==> src/rtl/ebi_read_responder.sv <==
// -----------------------------------------------------------------------------
// ebi_read_responder
//
// FPGA-side read path for the MCU's multiplexed 16-bit EBI bus. It is the
// companion to the write-path EBI interface.
//   * Latches the address phase while ALE (active low) is asserted.
//   * On a falling edge of RE (active low), issues a one-cycle read request
//     to the internal register/memory fabric.
//   * Drives the returned word onto EBI_AD through EBI_AD_oe until RE is
//     released.
//   * Substitutes DEFAULT_DATA if the fabric does not answer within
//     TIMEOUT_CYCLES WAIT cycles.
//
// Ports:
//   clk        - system clock
//   reset      - asynchronous, active-high reset
//   EBI_AD_in  - pad input of the multiplexed address/data bus
//   EBI_AD_out - pad output value
//   EBI_AD_oe  - pad output enable (1 = FPGA drives EBI_AD)
//   EBI_ALE    - address latch enable, active low
//   EBI_RE     - read strobe, active low
//   rd_addr    - address of the current read request
//   rd_req     - one-cycle read request pulse
//   rd_valid   - fabric response valid
//   rd_data    - fabric response data
//   busy       - high whenever the FSM is not IDLE
//   timeout    - one-cycle pulse when DEFAULT_DATA is substituted
// -----------------------------------------------------------------------------
module ebi_read_responder #(
    parameter int                    DATA_WIDTH     = 16,
    parameter int                    SYNC_STAGES    = 2,
    parameter int                    TIMEOUT_CYCLES = 8,
    parameter logic [DATA_WIDTH-1:0] DEFAULT_DATA   = 16'hDEAD
) (
    input  logic                  clk,
    input  logic                  reset,
    input  logic [DATA_WIDTH-1:0] EBI_AD_in,
    output logic [DATA_WIDTH-1:0] EBI_AD_out,
    output logic                  EBI_AD_oe,
    input  logic                  EBI_ALE,
    input  logic                  EBI_RE,
    output logic [DATA_WIDTH-1:0] rd_addr,
    output logic                  rd_req,
    input  logic                  rd_valid,
    input  logic [DATA_WIDTH-1:0] rd_data,
    output logic                  busy,
    output logic                  timeout
);

    localparam int CNT_W = $clog2(TIMEOUT_CYCLES + 1);

    typedef enum logic [1:0] {
        ST_IDLE,
        ST_REQ,
        ST_WAIT,
        ST_DRIVE
    } state_t;

    // ------------------------------------------------------------------
    // Input synchronizers. AD gets a delay line of the same depth as the
    // strobes so that the address seen by the latch lines up with ALE.
    // sync_vld_reg fills with ones after reset and marks the point where
    // the strobe synchronizer outputs reflect real pad samples rather than
    // reset values.
    // ------------------------------------------------------------------
    logic [SYNC_STAGES-1:0] ale_sync_reg;
    logic [SYNC_STAGES-1:0] re_sync_reg;
    logic [SYNC_STAGES-1:0] sync_vld_reg;
    logic [DATA_WIDTH-1:0]  ad_dly_reg [SYNC_STAGES];

    always_ff @(posedge clk or posedge reset) begin
        if (reset) begin
            ale_sync_reg <= '1;
            re_sync_reg  <= '1;
            sync_vld_reg <= '0;
            for (int i = 0; i < SYNC_STAGES; i++) begin
                ad_dly_reg[i] <= '0;
            end
        end else begin
            ale_sync_reg <= {ale_sync_reg[SYNC_STAGES-2:0], EBI_ALE};
            re_sync_reg  <= {re_sync_reg[SYNC_STAGES-2:0], EBI_RE};
            sync_vld_reg <= {sync_vld_reg[SYNC_STAGES-2:0], 1'b1};
            ad_dly_reg[0] <= EBI_AD_in;
            for (int i = 1; i < SYNC_STAGES; i++) begin
                ad_dly_reg[i] <= ad_dly_reg[i-1];
            end
        end
    end

    logic                  ale_s;
    logic                  re_s;
    logic                  pad_seen;
    logic [DATA_WIDTH-1:0] ad_s;

    assign ale_s    = ale_sync_reg[SYNC_STAGES-1];
    assign re_s     = re_sync_reg[SYNC_STAGES-1];
    assign pad_seen = sync_vld_reg[SYNC_STAGES-1];
    assign ad_s     = ad_dly_reg[SYNC_STAGES-1];

    // ------------------------------------------------------------------
    // Address latch: transparent-in-time while synced ALE is low, holds
    // otherwise. Independent of the FSM so an address phase is never lost.
    // ------------------------------------------------------------------
    logic [DATA_WIDTH-1:0] addr_reg;

    always_ff @(posedge clk or posedge reset) begin
        if (reset) begin
            addr_reg <= '0;
        end else if (!ale_s) begin
            addr_reg <= ad_s;
        end
    end

    // ------------------------------------------------------------------
    // RE falling-edge detection. re_armed_reg only sets once a genuine
    // high level of RE has been observed after reset, so a strobe that was
    // already low when reset was released does not look like a new read.
    // ------------------------------------------------------------------
    logic re_prev_reg;
    logic re_armed_reg;
    logic re_fall;

    always_ff @(posedge clk or posedge reset) begin
        if (reset) begin
            re_prev_reg  <= 1'b1;
            re_armed_reg <= 1'b0;
        end else begin
            re_prev_reg <= re_s;
            if (pad_seen && re_s) begin
                re_armed_reg <= 1'b1;
            end
        end
    end

    assign re_fall = re_armed_reg && re_prev_reg && !re_s;

    // ------------------------------------------------------------------
    // Read FSM with registered outputs.
    // ------------------------------------------------------------------
    state_t                state_reg;
    logic [CNT_W-1:0]      cnt_reg;
    logic [DATA_WIDTH-1:0] ad_out_reg;
    logic                  ad_oe_reg;
    logic [DATA_WIDTH-1:0] rd_addr_reg;
    logic                  rd_req_reg;
    logic                  busy_reg;
    logic                  timeout_reg;

    always_ff @(posedge clk or posedge reset) begin
        if (reset) begin
            state_reg   <= ST_IDLE;
            cnt_reg     <= '0;
            ad_out_reg  <= '0;
            ad_oe_reg   <= 1'b0;
            rd_addr_reg <= '0;
            rd_req_reg  <= 1'b0;
            busy_reg    <= 1'b0;
            timeout_reg <= 1'b0;
        end else begin
            rd_req_reg  <= 1'b0;
            timeout_reg <= 1'b0;
            case (state_reg)
                ST_IDLE: begin
                    if (re_fall) begin
                        state_reg   <= ST_REQ;
                        rd_req_reg  <= 1'b1;
                        rd_addr_reg <= addr_reg;
                        busy_reg    <= 1'b1;
                    end
                end
                ST_REQ: begin
                    state_reg <= ST_WAIT;
                    cnt_reg   <= '0;
                end
                ST_WAIT: begin
                    // An early strobe release wins over any same-cycle
                    // response or timeout: the MCU is no longer listening.
                    if (re_s) begin
                        state_reg <= ST_IDLE;
                        busy_reg  <= 1'b0;
                    end else if (rd_valid) begin
                        state_reg  <= ST_DRIVE;
                        ad_out_reg <= rd_data;
                        ad_oe_reg  <= 1'b1;
                    end else if (cnt_reg == CNT_W'(TIMEOUT_CYCLES)) begin
                        state_reg   <= ST_DRIVE;
                        ad_out_reg  <= DEFAULT_DATA;
                        ad_oe_reg   <= 1'b1;
                        timeout_reg <= 1'b1;
                    end else begin
                        cnt_reg <= cnt_reg + 1'b1;
                    end
                end
                ST_DRIVE: begin
                    if (re_s) begin
                        state_reg <= ST_IDLE;
                        ad_oe_reg <= 1'b0;
                        busy_reg  <= 1'b0;
                    end
                end
                default: begin
                    state_reg <= ST_IDLE;
                    ad_oe_reg <= 1'b0;
                    busy_reg  <= 1'b0;
                end
            endcase
        end
    end

    assign EBI_AD_out = ad_out_reg;
    assign EBI_AD_oe  = ad_oe_reg;
    assign rd_addr    = rd_addr_reg;
    assign rd_req     = rd_req_reg;
    assign busy       = busy_reg;
    assign timeout    = timeout_reg;

endmodule
==> config.mk <==
export PLATFORM = sky130hd
export DESIGN_NAME = ebi_read_responder
export DESIGN_NICKNAME = d
export VERILOG_FILES = /design/src/rtl/ebi_read_responder.sv
export SDC_FILE = /design/constraint.sdc
export NUM_CORES = 1
export LEC_CHECK = 0
export ABC_AREA = 1
export BUFFER_PORTS_ARGS = -buffer_cell sky130_fd_sc_hd__buf_4
export CAP_MARGIN = 20
export CORE_MARGIN = 4
export CORE_UTILIZATION = 38
export CTS_BUF_LIST = sky130_fd_sc_hd__clkbuf_4 sky130_fd_sc_hd__clkbuf_8
export DETAILED_ROUTE_END_ITERATION = 10
export GPL_ROUTABILITY_DRIVEN = 0
export GPL_TIMING_DRIVEN = 0
export SLEW_MARGIN = 10
export SYNTH_ARGS = -nofsm -noshare
export SYNTH_HDL_FRONTEND = slang
export SYNTH_SLANG_ARGS = --single-unit
export TNS_END_PERCENT = 20
==> constraint.sdc <==
create_clock -name clk -period 4.5 [get_ports clk]
set_clock_uncertainty 0.2 [all_clocks]
set_input_delay 0.9 -clock clk [delete_from_list [all_inputs] [get_ports clk]]
set_output_delay 0.9 -clock clk [all_outputs]
set_load 0.01 [all_outputs]
==> results of run 1 <==
worst register-to-register path, cell delays in order (launching register included):
cell and delay, ps:
dfrtp_1 410, inv_1 110, ha_1 170, nand3_2 110
nand2_1 140, nand2_4 120, buf_6 180, nand2_1 80
o21ai_2 50
power groups by stage:
| stage | clock (mW) | sequential [mW] | combinational, mW |
|---|---|---|---|
| after detailed placement | 0 | 1.20 | 0.695 |
| final | 0.541 | 1.18 | 0.681 |
| after global routing | 0.596 | 1.21 | 0.768 |
| after CTS | 0.565 | 1.19 | 0.697 |
| after floorplan | 0 | 1.25 | 0.302 |
| after global placement | 0 | 1.20 | 0.676 |
metrics by stage:
| stage | utilization [%] | total power, mW | instance area (sq um) | TNS, ps | worst slack (ps) |
|---|---|---|---|---|---|
| 2_1_floorplan | - | 1.55 | 3460 | 0 | 846 |
| 3_3_place_gp | 47.0 | 1.87 | 4140 | -21300 | -236 |
| 3_5_place_dp | 47.3 | 1.90 | 4170 | 0 | 2340 |
| 4_1_cts | 49.5 | 2.45 | 4360 | 0 | 2460 |
| 5_1_grt | 49.5 | 2.57 | 4360 | 0 | 2440 |
| 6_report | 49.5 | 2.41 | 4360 | 0 | 2480 |
layer usage:
layer | wire length [um] | vias to the layer above | global-route usage, %
met5 | 0 | - | 0
met4 | 91 | 0 | 5.88
met3 | 306 | 7 | 3.02
met1 | 2650 | 1035 | 15.1
met2 | 3040 | 57 | 20.6
li1 | - | 1072 | -
cell type report:
type                       count  share of cell area (%)
inverter                      11                    1.00
multi-input combinational    169                    20.6
clock inverter                 6                    1.32
tap                          108                    3.10
clock buffer                  10                    3.16
sequential                    98                    56.4
buffer                         8                    1.38
timing repair buffer          73                    13.0
path summary, 6_finish.rpt:
check	from	to	slack (ps)	depth (start not counted)
setup reg to reg	cnt_reg[0]$_DFFE_PP0P_	EBI_AD_out[0]$_DFFE_PP0P_	2830	8
hold reg to reg	ad_dly_reg[25]$_DFF_PP0_	ad_s[9]$_DFF_PP0_	150	0
max in group asynchronous	reset	re_prev_reg$_DFF_PP1_	3050	3
min in group asynchronous	reset	rd_addr[10]$_DFFE_PP0P_	370	2
hold / removal	ad_dly_reg[25]$_DFF_PP0_	ad_s[9]$_DFF_PP0_	150	0
setup / recovery	rd_addr[1]$_DFFE_PP0P_	rd_addr[1]	2480	1
layout by cell type (no fill, tap or decap), types with 2 or more instances in the layout:
| master | n |
|---|---|
| clkbuf_8 | 10 |
| clkinv_4 | 3 |
| inv_2 | 2 |
| mux2_2 | 16 |
| ha_1 | 2 |
| nor2_1 | 17 |
| dfstp_2 | 5 |
| buf_6 | 3 |
| o21ai_2 | 11 |
| nand3_1 | 14 |
| nand3_2 | 2 |
| nand2_4 | 2 |
| nand2_1 | 94 |
| buf_2 | 3 |
| inv_8 | 2 |
| buf_4 | 73 |
| inv_1 | 8 |
| a21oi_1 | 2 |
| dfrtp_1 | 93 |
kinds of logic after synthesis:
family,Yosys count,share of synthesized area [%]
AO/OA/AOI/OAI,16,3.65
AND/OR/NAND/NOR,134,16.3
buffers and inverters,19,2.93
multiplexers,16,5.21
other,1,0.108
adder cells (fa/ha/maj),2,0.723
flip-flops,98,71.1
==> impl_metrics.py, run 1 <==
metrics = {
    "yosys": {
        "syn_avg_cell_area_sq_um": 12.1,
        "seq_area_frac_synth_pct": 71.1,
        "synth.most_common_cell": "nand2_1",
        "synth_area_leader_cell": "dfrtp_1",
        "synth-edff-count": 0,
        "synth_top_area_share_pct": 67.3,
        "ys.flop_type": "dfrtp_1",
        "yosys_warnings": 0,
        "netlist_instances": 286,
        "synth_top_cells_by_count": "nand2_1 (94), dfrtp_1 (93), nor2_1 (17), mux2_2 (16), nand3_1 (14)",
        "synthesis.area_sq_um": 3460,
        "ys_types": 26,
        "synth_area_leaders": "dfrtp_1 (67%), nand2_1 (10%), mux2_2 (5.2%)",
        "synth_seq_cells": 98,
        "syn_nets": 325,
        "synthArstFlopShare_pct": 100,
    },
    "run": {
        "max_cap_violations": 0,
    },
    "finish": {
        "syn_to_final_growth_pct": 26.0,
        "nFillCells": 801,
        "instances_no_fill": 483,
        "regArea_sq_um": 2460,
        "drive_gt1_share_pct": 36.8,
        "fin_nets": 409,
        "diodes": 0,
        "multi_input_area_sq_um": 900,
    },
    "power": {
        "peakVddDrop_mv": 0.185,
        "clockPowerShare_pct": 22.5,
        "power_frac_seq_pct": 49.2,
        "combinationalPowerShare_pct": 28.3,
        "p_sw_mw": 0.772,
        "p_leak_nw": 2.20,
        "internal_power_mw": 1.63,
        "p_sw_share_pct": 32.1,
        "powerDensity_nw_per_um2": 552,
    },
    "clock_network": {
        "cts_max_level": 3,
        "cts_resized": 0,
        "tritoncts": "built",
        "cts_setup_buffers": 0,
        "clock-sinks": 98,
        "path_clk_slew_ps": 100,
        "clock_latency_ps": 350,
        "clockBufferDepth": 2,
        "cts_root_buffer": "clkbuf_8",
        "hold_buffers": 0,
        "numCtsBuffers": 9,
    },
    "critical_path": {
        "cp.arrival_ps": 920,
        "worstPathMaxFanout": 2,
        "cp-start-kind": "flop",
        "slowest_stage": "dfrtp_1",
        "crit_path_end_kind": "primary output",
        "critical-path-top-delay-family": "flip-flops",
        "cp.required_ps": 3400,
        "critical_path.max_stage_delay_ps": 420,
        "critPathKind": "reg2out",
        "crit_chain": "buf_4",
        "crit_buf_inv": 1,
    },
    "global_routing": {
        "antenna_found_initial": 0,
        "globalRouteOverflowTotal": 0,
        "grt_max_degree": 65,
        "grt_pass1_vias": 2181,
        "grt_pass1_wl_um": 10000,
        "grtUsageTotal_pct": 12.4,
    },
    "placement": {
        "port_buffers": 72,
        "dp_cells": 467,
        "hpwl_um": 4330,
    },
    "timing": {
        "hold_slack_ps": 155,
        "finalSetupViolations": 0,
        "post-route-period-util_pct": 44.9,
        "period_minus_slack_ps": 2020,
        "rsz0062_at_grt": "no",
        "drv_slew": 0,
        "timing.fmax_mhz": 495,
        "final_hold_viol_count": 0,
    },
    "routing": {
        "num_vias": 2171,
        "vias_per_cell": 4.49,
        "drt_first_pass_iters": 5,
        "antenna_left": 0,
        "drc": 0,
        "drt-initial-drc-count": 37,
        "drt_wl_total_um": 6080,
        "wire_per_inst_um": 12.6,
    },
    "die": {
        "dieArea_sq_um": 10700,
        "die_x_um": 103,
        "start_util_pct": 39.3,
        "fp.coreArea_sq_um": 8810,
        "io_pins": 73,
        "rows": 34,
        "die_h_um": 103,
    },
    "status": {
        "status": "finished clean",
    },
    "worst_hold_path": {
        "worstHoldPathType": "reg2reg",
    },
}
Power figures use the tool's default switching activity.
==> run 2, diff against run 1 <==
==> constraint.sdc (replaced) <==
create_clock -name clk -period 2 [get_ports clk]
set_clock_uncertainty 0.2 [all_clocks]
set_input_delay 0.4 -clock clk [delete_from_list [all_inputs] [get_ports clk]]
set_output_delay 0.4 -clock clk [all_outputs]
set_load 0.01 [all_outputs]
==> run 2 against run 1 <==
Net effect: sequential share of layout area shrank 2.8 points; largest power group unchanged; highest routed layer unchanged; hold slack worse by 89 ps; first-iteration DRC count is 43% higher; die area unchanged; final area rose by 5.3%; global-route usage rose by 0.56 points; sequential power is 120% higher; clock-buffer cell count is the same; combinational power grew 130%; flip-flop and latch count unchanged; critical endpoint is now EBI_AD_out[3]$_DFFE_PP0P_; wire length grew 4.4%; final cell count grew 4.3%.
==> impl_metrics.py, run 2 (synthesized netlist as in run 1, its figures left out) <==
metrics = {
    "routing": {
        "drc": 0,
        "drt-initial-drc-count": 53,
        "num_vias": 2245,
        "antenna_left": 0,
        "drt_wl_total_um": 6350,
        "wl_met1_um": 2780,
        "vias_per_cell": 4.45,
        "drt_first_pass_iters": 4,
        "highest_layer": "met4",
        "met2_length_um": 3120,
        "met3_length_um": 341,
        "wire_per_inst_um": 12.6,
    },
    "global_routing": {
        "grt_pass1_wl_um": 10700,
        "grt_pass1_vias": 2224,
        "globalRouteOverflowTotal": 0,
        "antenna_found_initial": 0,
        "grt_max_degree": 39,
        "grtUsageTotal_pct": 12.9,
    },
    "clock_network": {
        "clock_latency_ps": 350,
        "cts_resized": 0,
        "path_clk_slew_ps": 100,
        "numCtsBuffers": 9,
        "clockBufferDepth": 2,
        "cts_max_level": 3,
        "clock-sinks": 98,
        "cts_root_buffer": "clkbuf_8",
        "tritoncts": "built",
    },
    "timing": {
        "final_hold_viol_count": 0,
        "hold_slack_ps": 65.6,
        "period_minus_slack_ps": 1660,
        "rsz0062_at_grt": "no",
        "timing.fmax_mhz": 603,
        "drv_slew": 0,
        "post-route-period-util_pct": 83.0,
        "setup-tns-final_ps": 0,
        "finalSetupViolations": 0,
    },
    "die": {
        "dieArea_sq_um": 10700,
        "start_util_pct": 39.3,
        "fp.coreArea_sq_um": 8810,
        "io_pins": 73,
        "rows": 34,
        "die_x_um": 103,
        "die_h_um": 103,
    },
    "critical_path": {
        "worstPathMaxFanout": 10,
        "cp-start-kind": "flop",
        "cp.required_ps": 2060,
        "crit_path_end_kind": "flop",
        "critPathKind": "reg2reg",
        "cp.arrival_ps": 1720,
    },
    "placement": {
        "hpwl_um": 4490,
        "port_buffers": 72,
    },
    "finish": {
        "syn_to_final_growth_pct": 32.7,
        "drive_gt1_share_pct": 35.4,
        "fin_nets": 430,
        "multi_input_area_sq_um": 900,
        "regArea_sq_um": 2460,
        "final_common_cell": "nand2_1",
        "final_cell_mix": "nand2_1 (94), dfrtp_1 (93), buf_4 (73), dlygate4sd3_1 (19), nor2_1 (17)",
        "nFillCells": 775,
        "diodes": 0,
    },
    "power": {
        "p_leak_nw": 2.29,
        "peakVddDrop_mv": 0.476,
        "p_total_mw": 5.47,
        "powerDensity_nw_per_um2": 1190,
    },
    "run": {
        "max_cap_violations": 0,
    },
    "status": {
        "status": "finished clean",
    },
    "worst_hold_path": {
        "worstHoldPathType": "in2reg",
    },
}
## run 2: critical path: stages (launching register included)
cell and delay [ps]:
dfrtp_1 420, inv_1 110, ha_1 170, nand3_2 110, nand2_1 140, nand2_4 110, buf_6 180, nand2_1 70
o21ai_2 50
## run 2: worst paths after layout
| kind | end | cells after the start | slack (ps) | startpoint |
|---|---|---|---|---|
| max in group asynchronous | re_sync_reg[1]$_DFF_PP1_ | 5 | 630 | reset |
| max | EBI_AD_out[3]$_DFFE_PP0P_ | 8 | 340 | cnt_reg[0]$_DFFE_PP0P_ |
| max reg2reg | EBI_AD_out[3]$_DFFE_PP0P_ | 8 | 340 | cnt_reg[0]$_DFFE_PP0P_ |
| min | EBI_AD_out[13]$_DFFE_PP0P_ | 3 | 70 | rd_data[13] |
| min reg2reg | ad_s[10]$_DFF_PP0_ | 0 | 150 | ad_dly_reg[26]$_DFF_PP0_ |
| min in group asynchronous | rd_addr[7]$_DFFE_PP0P_ | 4 | 440 | reset |
## run 2: layout make-up
cell class / instances / share of cell area, %
well taps: 108 / 2.94
repair buffers: 94 / 17.4
inverters: 11 / 0.981
flip-flops and latches: 98 / 53.6
multi-input cells: 169 / 19.6
plain buffers: 8 / 1.31
clock buffers: 10 / 3.00
clock inverters: 6 / 1.23
## run 2: repair_timing
action	4_1_cts	5_1_grt
endpoints found under the hold margin	54	0
hold buffers	19	0
buffers inserted	0	0
## run 2: report_power, final
group          internal (mW)  switching (mW)  leakage [nW]  total, mW
Combinational          0.784           0.812          1.02       1.60
Sequential              2.41           0.233          1.17       2.64
Clock                  0.515           0.716        0.0973       1.23
Total                   3.71            1.76          2.29       5.47
## run 2: per-layer routing
layer	track usage, %	vias up
met2	20.8	49
met3	3.15	10
li1	-	1115
met5	0	-
met4	5.08	0
met1	16.9	1071
## run 2: metrics by stage
step / area [sq um] / worst slack [ps] / std cells / util (%)
6_report: 4590 / 341 / 504 / 52.1
5_1_grt: 4590 / 222 / 504 / 52.1
4_1_cts: 4590 / 334 / 504 / 52.1
3_5_place_dp: 4210 / 327 / 469 / 47.8
3_3_place_gp: 4140 / -394 / 466 / 47.0
2_1_floorplan: 3460 / 242 / 286 / -
==> run 3, diff against run 2 <==
==> constraint.sdc (replaced) <==
create_clock -name clk -period 1.5 [get_ports clk]
set_clock_uncertainty 0.2 [all_clocks]
set_input_delay 0.3 -clock clk [delete_from_list [all_inputs] [get_ports clk]]
set_output_delay 0.3 -clock clk [all_outputs]
set_load 0.01 [all_outputs]
==> run 3 against run 2 <==
Net effect: first-iteration DRC count is 36% higher; critical endpoint is now EBI_AD_out[9]$_DFFE_PP0P_; critical path type unchanged; flip-flop and latch count stayed put; wire length is 6.2% higher; final cell count is 6.5% higher; clock-buffer cell count stayed put; register-to-register slack worse by 330 ps; combinational power is 57% higher; final area is 9.4% higher; utilization is 4.9 points higher; clock power is 33% higher; maximum frequency is 12% higher; total power is 41% higher.
==> impl_metrics.py, run 3 (synthesized netlist as in run 1, its figures left out) <==
metrics = {
    "global_routing": {
        "grt_pass1_wl_um": 11100,
        "grt_busiest_layer": "met2",
        "grt_pass1_vias": 2329,
        "met2_usage_pct": 22.0,
        "globalRouteOverflowTotal": 0,
        "grtUsageTotal_pct": 13.4,
        "met3_usage_pct": 3.09,
        "grt_max_degree": 39,
        "met1_usage_pct": 17.2,
        "antenna_found_initial": 0,
    },
    "finish": {
        "final_cell_mix": "dfrtp_1 (93), buf_4 (90), nand2_1 (85), dlygate4sd3_1 (33), mux2_2 (16)",
        "drive_gt1_share_pct": 40.3,
        "instances_no_fill": 537,
        "syn_to_final_growth_pct": 45.1,
        "nFillCells": 727,
        "diodes": 0,
        "fin_nets": 463,
        "fin_util_pct": 57.0,
        "final_area_sq_um": 5020,
        "final_common_cell": "dfrtp_1",
    },
    "critical_path": {
        "crit_path_end_kind": "flop",
        "slowest_stage": "dfrtp_1",
        "r2r_cells": 7,
        "worstPathMaxFanout": 7,
        "cp-start-kind": "flop",
        "cp.required_ps": 1550,
        "cp.arrival_ps": 1540,
        "critical-path-top-delay-family": "flip-flops",
        "ff2ff_setup_slack_ps": 10,
        "r2r_start": "state_reg[0]$_DFFE_PP0P_",
        "regToRegEndpoint": "EBI_AD_out[9]$_DFFE_PP0P_",
        "critical_path.max_stage_delay_ps": 430,
        "crit_chain": "inv_2 > nand2_4 > nor2_4 > nand2_8 > buf_8 > nand2_1 > o21ai_2",
        "critPathKind": "reg2reg",
        "crit_buf_inv": 2,
    },
    "worst_hold_path": {
        "worstHoldPathType": "in2reg",
        "hold_end": "EBI_AD_out[11]$_DFFE_PP0P_",
        "min_from": "rd_data[11]",
        "worstHoldPathCells": 3,
    },
    "clock_network": {
        "numCtsBuffers": 9,
        "clockBufferDepth": 2,
        "cts_root_buffer": "clkbuf_8",
        "clock_latency_ps": 350,
        "tritoncts": "built",
        "clock-sinks": 98,
        "path_clk_slew_ps": 100,
        "cts_max_level": 3,
    },
    "power": {
        "p_leak_nw": 2.47,
        "powerDensity_nw_per_um2": 1540,
        "peakVddDrop_mv": 0.643,
    },
    "timing": {
        "final_hold_viol_count": 0,
        "drv_slew": 0,
        "timing.fmax_mhz": 673,
        "fin_ws_ps": 13.6,
        "finalSetupViolations": 0,
        "post-route-period-util_pct": 99.1,
        "rsz0062_at_grt": "yes",
        "period_minus_slack_ps": 1490,
    },
    "die": {
        "rows": 34,
        "die_h_um": 103,
        "io_pins": 73,
        "dieArea_sq_um": 10700,
        "start_util_pct": 39.3,
        "fp.coreArea_sq_um": 8810,
        "die_x_um": 103,
    },
    "routing": {
        "drt_first_pass_iters": 4,
        "drt_wl_total_um": 6740,
        "num_vias": 2385,
        "antenna_left": 0,
        "vias_per_cell": 4.44,
        "drt-initial-drc-count": 72,
        "drc": 0,
        "wire_per_inst_um": 12.6,
    },
    "placement": {
        "place_area_sq_um": 4210,
        "port_buffers": 72,
        "preCtsSetupSlack_ps": -155,
        "hpwl_um": 4490,
        "dp_cells": 469,
    },
    "run": {
        "max_cap_violations": 0,
    },
    "status": {
        "status": "finished clean",
    },
}
run 3: cell count changes in the layout (fill, tap and decap cells not counted), moves of 2 or more:
cell and change:
nor2_1 -2, buf_4 +17, inv_1 -2, nand2_2 +7, nand2_1 -9, buf_2 -3
dlygate4sd3_1 +14, buf_8 +4
run 3: how the worst max path moves through the flow:
stage,startpoint,cells after the start,slack [ps],to
5_1_grt,state_reg[0]$_DFFE_PP0P_,7,-30,EBI_AD_out[11]$_DFFE_PP0P_
6_report,state_reg[0]$_DFFE_PP0P_,7,10,EBI_AD_out[9]$_DFFE_PP0P_
3_5_place_dp,cnt_reg[0]$_DFFE_PP0P_,8,-160,EBI_AD_out[3]$_DFFE_PP0P_
4_1_cts,state_reg[0]$_DFFE_PP0P_,7,-5,EBI_AD_out[8]$_DFFE_PP0P_
2_1_floorplan,reset,1,-160,EBI_AD_oe$_DFFE_PP0P_
3_3_place_gp,reset,2,-790,ad_dly_reg[27]$_DFF_PP0_
run 3: what timing repair did:
item | 4_1_cts | 5_1_grt
resized for setup | 10 | 22
pin swaps | 4 | 7
endpoints found under the setup margin | 42 | 35
gates cloned | 1 | 1
hold buffers | 33 | 0
buffers inserted | 8 | 10
hold endpoints to repair | 68 | 0
run 3: worst min-delay path: cells and delay by family:
family	cells	cell delay [ps]
compound gates	1	120
buf+inv	1	80
simple gates	1	40
run 3: per-layer routing:
layer	up-vias	part of all wire, %
met5	-	0
met1	1137	42
met2	55	51
met4	0	1.6
met3	10	5.2
li1	1183	-
run 3: stage by stage:
step / hold WS, ps / TNS [ps] / power, mW
floorplan: 104 / -15030 / 4.65
global placement: 132 / -78580 / 5.63
detailed placement: 135 / -3830 / 5.72
CTS: 1.09 / -10.6 / 7.55
global route: 3.24 / -385 / 8.21
finish: 10.8 / 0 / 7.71
run 3: final cells by class:
| cell class | instances | area, sq um | area share (%) |
|---|---|---|---|
| buffer | 7 | 75.1 | 1.50 |
| clock buffer | 10 | 138 | 2.74 |
| clock inverter | 6 | 56.3 | 1.12 |
| inverter | 11 | 50.0 | 0.997 |
| multi-input combinational | 169 | 971 | 19.3 |
| sequential | 98 | 2460 | 49.0 |
| tap | 108 | 135 | 2.69 |
| timing repair buffer | 128 | 1140 | 22.7 |
run 3: power by group:
| group | switching, mW | total, mW | internal [mW] | leakage [nW] |
|---|---|---|---|---|
| combinational | 1.20 | 2.52 | 1.32 | 1.20 |
| sequential | 0.325 | 3.54 | 3.22 | 1.17 |
| clock | 0.958 | 1.64 | 0.687 | 0.0973 |
| total | 2.48 | 7.71 | 5.22 | 2.47 |
